`config.mk`:
```
export PLATFORM = sky130hd
export DESIGN_NAME = alu_share_arbiter
export DESIGN_NICKNAME = d
export VERILOG_FILES = /design/src/rtl/alu_share_arbiter.sv
export SDC_FILE = /design/constraint.sdc
export NUM_CORES = 1
export LEC_CHECK = 0
export CAP_MARGIN = 0
export CORE_UTILIZATION = 25
export CTS_CLUSTER_SIZE = 12
export DETAILED_ROUTE_END_ITERATION = 8
export PLACE_DENSITY = 0.63
export RECOVER_POWER = 100
export SLEW_MARGIN = 15
export SYNTH_ARGS = -nofsm -noshare
export SYNTH_HDL_FRONTEND = slang
export SYNTH_SLANG_ARGS = --single-unit
```
`constraint.sdc`:
```
create_clock -name clk -period 3.25 [get_ports clk]
set_input_delay 0.65 -clock clk [delete_from_list [all_inputs] [get_ports clk]]
set_output_delay 0.65 -clock clk [all_outputs]
set_load 0.03 [all_outputs]
```
`src/rtl/alu_share_arbiter.sv`:
```
// Two requesters share one external combinational alu. Round-robin issue into a single
// stage register that drives the alu; results land in a one-entry buffer per requester.
package riscv_pkg;
  typedef enum logic [3:0] {
    ALU_ADD  = 4'd0,
    ALU_SUB  = 4'd1,
    ALU_SLL  = 4'd2,
    ALU_SLT  = 4'd3,
    ALU_SLTU = 4'd4,
    ALU_XOR  = 4'd5,
    ALU_SRL  = 4'd6,
    ALU_SRA  = 4'd7,
    ALU_OR   = 4'd8,
    ALU_AND  = 4'd9
  } alu_op_t;
endpackage

module alu_share_arbiter
  import riscv_pkg::*;
#(
  parameter int TAG_W = 4
) (
  input  logic             clk,
  input  logic             rst,
  input  logic             req0_valid,
  output logic             req0_ready,
  input  logic [31:0]      req0_a,
  input  logic [31:0]      req0_b,
  input  alu_op_t          req0_op,
  input  logic [TAG_W-1:0] req0_tag,
  input  logic             req1_valid,
  output logic             req1_ready,
  input  logic [31:0]      req1_a,
  input  logic [31:0]      req1_b,
  input  alu_op_t          req1_op,
  input  logic [TAG_W-1:0] req1_tag,
  output logic             rsp0_valid,
  input  logic             rsp0_ready,
  output logic [31:0]      rsp0_result,
  output logic             rsp0_zero,
  output logic [TAG_W-1:0] rsp0_tag,
  output logic             rsp1_valid,
  input  logic             rsp1_ready,
  output logic [31:0]      rsp1_result,
  output logic             rsp1_zero,
  output logic [TAG_W-1:0] rsp1_tag,
  output logic [31:0]      alu_a,
  output logic [31:0]      alu_b,
  output alu_op_t          alu_op,
  input  logic [31:0]      alu_result,
  input  logic             alu_zero,
  output logic             idle
);

  logic             s1_v_q, s1_v_d;
  logic [31:0]      s1_a_q, s1_a_d;
  logic [31:0]      s1_b_q, s1_b_d;
  alu_op_t          s1_op_q, s1_op_d;
  logic [TAG_W-1:0] s1_tag_q, s1_tag_d;
  logic             s1_own_q, s1_own_d;
  logic [1:0]       r_v_q, r_v_d;
  logic [31:0]      r_res_q [2];
  logic [31:0]      r_res_d [2];
  logic [1:0]       r_zero_q, r_zero_d;
  logic [TAG_W-1:0] r_tag_q [2];
  logic [TAG_W-1:0] r_tag_d [2];
  logic             rr_q, rr_d;

  logic [1:0]       drain;
  logic [1:0]       acc;
  logic             advance;
  logic             can_load;

  // Handshakes, round-robin grant, and next state of issue stage and response buffers.
  always_comb begin
    drain    = r_v_q & {rsp1_ready, rsp0_ready};
    advance  = s1_v_q && (!r_v_q[s1_own_q] || drain[s1_own_q]);
    can_load = !s1_v_q || advance;
    // Each ready looks only at the other requester's valid and the rr pointer.
    req0_ready = !rst && can_load && (!req1_valid || rr_q);
    req1_ready = !rst && can_load && (!req0_valid || !rr_q);
    acc        = {req1_valid && req1_ready, req0_valid && req0_ready};

    s1_v_d   = s1_v_q;
    s1_a_d   = s1_a_q;
    s1_b_d   = s1_b_q;
    s1_op_d  = s1_op_q;
    s1_tag_d = s1_tag_q;
    s1_own_d = s1_own_q;
    rr_d     = rr_q;
    r_v_d    = r_v_q;
    r_zero_d = r_zero_q;
    r_res_d  = r_res_q;
    r_tag_d  = r_tag_q;

    if (acc[0]) begin
      s1_v_d   = 1'b1;
      s1_a_d   = req0_a;
      s1_b_d   = req0_b;
      s1_op_d  = req0_op;
      s1_tag_d = req0_tag;
      s1_own_d = 1'b0;
      rr_d     = 1'b0;
    end else if (acc[1]) begin
      s1_v_d   = 1'b1;
      s1_a_d   = req1_a;
      s1_b_d   = req1_b;
      s1_op_d  = req1_op;
      s1_tag_d = req1_tag;
      s1_own_d = 1'b1;
      rr_d     = 1'b1;
    end else if (advance) begin
      s1_v_d = 1'b0;
    end else begin
      s1_v_d = s1_v_q;
    end

    // A refill on the same edge as a drain keeps the buffer valid.
    for (int i = 0; i < 2; i++) begin
      if (advance && (s1_own_q == 1'(i))) begin
        r_v_d[i]    = 1'b1;
        r_res_d[i]  = alu_result;
        r_zero_d[i] = alu_zero;
        r_tag_d[i]  = s1_tag_q;
      end else if (drain[i]) begin
        r_v_d[i] = 1'b0;
      end else begin
        r_v_d[i] = r_v_q[i];
      end
    end
  end

  // State registers; reset drops every in-flight op and makes req0 win first contention.
  always_ff @(posedge clk) begin
    if (rst) begin
      s1_v_q     <= 1'b0;
      s1_a_q     <= 32'd0;
      s1_b_q     <= 32'd0;
      s1_op_q    <= ALU_ADD;
      s1_tag_q   <= '0;
      s1_own_q   <= 1'b0;
      rr_q       <= 1'b1;
      r_v_q      <= 2'b00;
      r_zero_q   <= 2'b00;
      r_res_q[0] <= 32'd0;
      r_res_q[1] <= 32'd0;
      r_tag_q[0] <= '0;
      r_tag_q[1] <= '0;
    end else begin
      s1_v_q   <= s1_v_d;
      s1_a_q   <= s1_a_d;
      s1_b_q   <= s1_b_d;
      s1_op_q  <= s1_op_d;
      s1_tag_q <= s1_tag_d;
      s1_own_q <= s1_own_d;
      rr_q     <= rr_d;
      r_v_q    <= r_v_d;
      r_zero_q <= r_zero_d;
      r_res_q  <= r_res_d;
      r_tag_q  <= r_tag_d;
    end
  end

  assign alu_a       = s1_a_q;
  assign alu_b       = s1_b_q;
  assign alu_op      = s1_op_q;
  assign rsp0_valid  = r_v_q[0];
  assign rsp0_result = r_res_q[0];
  assign rsp0_zero   = r_zero_q[0];
  assign rsp0_tag    = r_tag_q[0];
  assign rsp1_valid  = r_v_q[1];
  assign rsp1_result = r_res_q[1];
  assign rsp1_zero   = r_zero_q[1];
  assign rsp1_tag    = r_tag_q[1];
  assign idle        = !s1_v_q && !r_v_q[0] && !r_v_q[1];

endmodule

```
==> out/qor.yml, run 1 <==
final_layout:
  final_area_mm2: 0.0101
  final_nets: 1234
  fin_util_pct: 43.0
  drive_gt1_share_pct: 4.51
  n_fill_cell: 2435
  finalNonFillerCells: 1383
  area_delta_synth_final_pct: 67.9
  diodes: 0
timing:
  worst_slack_ps: 302
  clock_skew_ps: 13.8
  hold_viol: 0
  min_period_over_period_pct: 90.7
  max_slew_margin_pct: -22.8
  finalSetupViolCount: 0
  setup_tns_ps: 0
  worstMarginPinSlew_ps: 1840
  fin_crit_ps: 2950
  rsz0062_at_grt: "no"
  drv_slew: 72
  fmax_mhz: 339
  holdWs_ps: 448
worst_setup_path:
  cp_cell_sequence: "dlygate4sd3_1 -> and4bb_1 -> or2_2 -> nor3_1 -> clkbuf_1"
  r2r_end: "rsp1_result[28]$_SDFFE_PP0P_"
  reg2reg_slack_ps: 900
  cp-end-kind: "output pin"
  crit_arrival_ps: 2300
  required_ps: 2600
  endpoint: "req0_ready"
  worst_setup_path_start_kind: "primary input"
  cp_max_fo: 3
  cp_slowest_cell: "dlygate4sd3_1"
  critPathKind: "in2out"
  path_buf_inv: 2
  rr_worst_depth: 5
  path_depth: 5
  path_delay_family: "buffers and inverters"
  crit_path_max_incr_delay_ps: 550
  crit_start: "rsp0_ready"
  rr_startpoint: "r_v_q[1]$_SDFFE_PP0P_"
placement:
  place.gp.congestion: 0.763
  dp_slack_ps: 434
  dp_hpwl_mm: 14.6
  placed_area_mm2: 0.00954
  dp.cells: 1351
  numPortBuffers: 329
synthesis:
  ys_warn_count: 0
  synthArstFlopShare_pct: 0
  synth_area_per_cell_um2: 7.82
  syn_area_mm2: 0.00602
  yosys.area.top_type: "dfxtp_1"
  synth_nets: 953
  ys_top_cells_by_area: "dfxtp_1 50%, o21ai_0 11%, nand2_1 9.3%, a31oi_1 7.5%, a21oi_1 6.5%"
  ys_types: 27
  synth_seq_cells: 151
  synth-seq-area-share_pct: 50.2
  synth-edff-count: 0
  syn_inst: 770
  synth_flop_cell: "dfxtp_1"
  synth_top_area_share_pct: 50.2
clock_tree:
  postCtsHoldBufs: 0
  insertion_delay_ps: 420
  numCtsBuffers: 17
  clk_pin_slew_worst_paths_ps: 60
  cts_post_setup_buffers_inserted: 0
  clock_sinks: 151
  cts.htree.levels: 4
  cts_resized: 0
  clock_tree.buffer_depth: 2
  cts-root-buf: "clkbuf_16"
  cts_tree: "built"
die:
  start_util_pct: 25.6
  die_x_um: 157
  die_area_mm2: 0.0247
  io_pins: 330
  dieHeight_um: 157
  coreArea_mm2: 0.0235
  core.rowCount: 56
grt:
  grt_overflow: 0
  grt_use_met3_pct: 7.38
  met1_usage_pct: 21.4
  track_usage_pct: 17.8
  antenna_found_initial: 0
  grt_pass1_wl_mm: 34.4
  grt.met2_usage_pct: 28.5
  top_usage_layer: "met2"
  grt_pass1_vias: 6334
  grt_start_max_net_pins: 145
routing:
  postRouteAntennaNets: 0
  dr.pass1.iters: 5
  drt_iter0_markers: 342
  routed-via-count: 6574
  viasPerCell: 4.75
  wirelength_mm: 21.9
  drc: 0
  wire_per_inst_um: 15.8
pwr:
  p_switching_mw: 1.51
  clkPwrFrac_pct: 41.5
  power.density_mw_per_mm2: 511
  fin_total_pwr_mw: 5.17
  combPwrFrac_pct: 19.3
  p_leak_nw: 3.88
  switching_share_pct: 29.2
  power_frac_seq_pct: 39.2
  internal-power_mw: 3.66
  ir_worst_vdd_mv: 0.263
hold_path:
  hold_start: "rsp1_result[8]$_SDFFE_PP0P_"
  hp-class: "reg2reg"
run_status:
  status: "finished with violations"
  violations: "max-capacitance violations, max-slew violations"
run:
  maxCapViolations: 2
## kinds of logic (layout without fill, tap and decap cells)
logic type / count (synthesis) / count (layout) / share of synthesized area (%)
AO/OA/AOI/OAI: 297 / 297 / 26.2
buffers and inverters: 81 / 375 / 5.86
flip-flops: 151 / 151 / 50.2
AND/OR/NAND/NOR: 241 / 241 / 17.8
## worst min-delay path, stage by stage, from the launching register on
cell and delay [ps]:
dfxtp_1 300, nand2_1 50, a21oi_1 50
## per-layer routing
metal | wire length, µm | up-vias
met4 | 498 | 0
met3 | 2000 | 26
met1 | 9370 | 3026
met2 | 10000 | 246
li1 | - | 3276
met5 | 0 | -
## state kept, by name (all words and copies together) (netlist names)
name / count
alu_b: 32
s1_v_q: 1
alu_a: 32
rsp0_tag: 4
rsp1_tag: 4
rr_q: 1
s1_own_q: 1
s1_tag_q: 4
r_v_q: 2
r_zero_q: 2
rsp1_result: 32
alu_op: 4
rsp0_result: 32
## worst min-delay path by stage
stage / cells after the start / to / slack (ps)
CTS: 2 / rsp0_result[3]$_SDFFE_PP0P_ / 460
detailed placement: 2 / rsp1_result[5]$_SDFFE_PP0P_ / 450
floorplan: 2 / rsp0_tag[0]$_SDFFE_PP0P_ / 440
finish: 2 / rsp1_result[8]$_SDFFE_PP0P_ / 450
global route: 2 / rsp0_tag[3]$_SDFFE_PP0P_ / 470
global placement: 2 / rsp0_result[26]$_SDFFE_PP0P_ / 440
## synthesized netlist by cell type (2+ instances only)
cell type    n
o21ai_1     11
dfxtp_1    151
nand3_1     74
inv_1        2
nand2_1    150
buf_2        9
buf_4        8
and3_1       2
nor2_1       2
a31oi_1     72
buf_1        3
nand2b_1     2
nor3_1       2
o21ai_0    135
clkbuf_1    53
a21oi_1     78
clkbuf_2     6
## cells in the final DEF, fill, tap and decap left out, types with 5 or more instances in the layout
master and count:
a21oi_1 78, buf_4 5, o21ai_1 8, clkdlybuf4s50_1 180
a31oi_1 72, clkbuf_16 17, o21ai_0 138, inv_6 7
dfxtp_1 151, nand2_1 150, buf_12 5, nand3_1 74
dlygate4sd3_1 146
## layout make-up
| type | instances | area [µm²] | share of cell area (%) |
|---|---|---|---|
| clock inverter | 15 | 201 | 1.99 |
| inverter | 2 | 7.51 | 0.0742 |
| timing repair buffer | 341 | 3420 | 33.8 |
| multi-input combinational | 538 | 2640 | 26.1 |
| sequential | 151 | 3020 | 29.9 |
| tap | 319 | 399 | 3.95 |
| clock buffer | 17 | 425 | 4.21 |
## power by group through the flow
stage	combinational, mW	sequential (mW)	clock, mW
global route	1.08	2.04	2.30
finish	0.995	2.02	2.15
global placement	1.05	2.07	0
detailed placement	1.05	2.07	0
floorplan	0.293	2.28	0
CTS	1.05	2.03	2.22
Power figures use the tool's default switching activity.
==> inputs of run 2 (changes only) <==
--- a/config.mk
+++ b/config.mk
@@ -11,7 +11,6 @@
 export DETAILED_ROUTE_END_ITERATION = 8
 export PLACE_DENSITY = 0.63
 export RECOVER_POWER = 100
-export SLEW_MARGIN = 15
 export SYNTH_ARGS = -nofsm -noshare
 export SYNTH_HDL_FRONTEND = slang
 export SYNTH_SLANG_ARGS = --single-unit
==> results of run 2 <==
No change in the layout: final DEF, timing and power equal those of run 1.
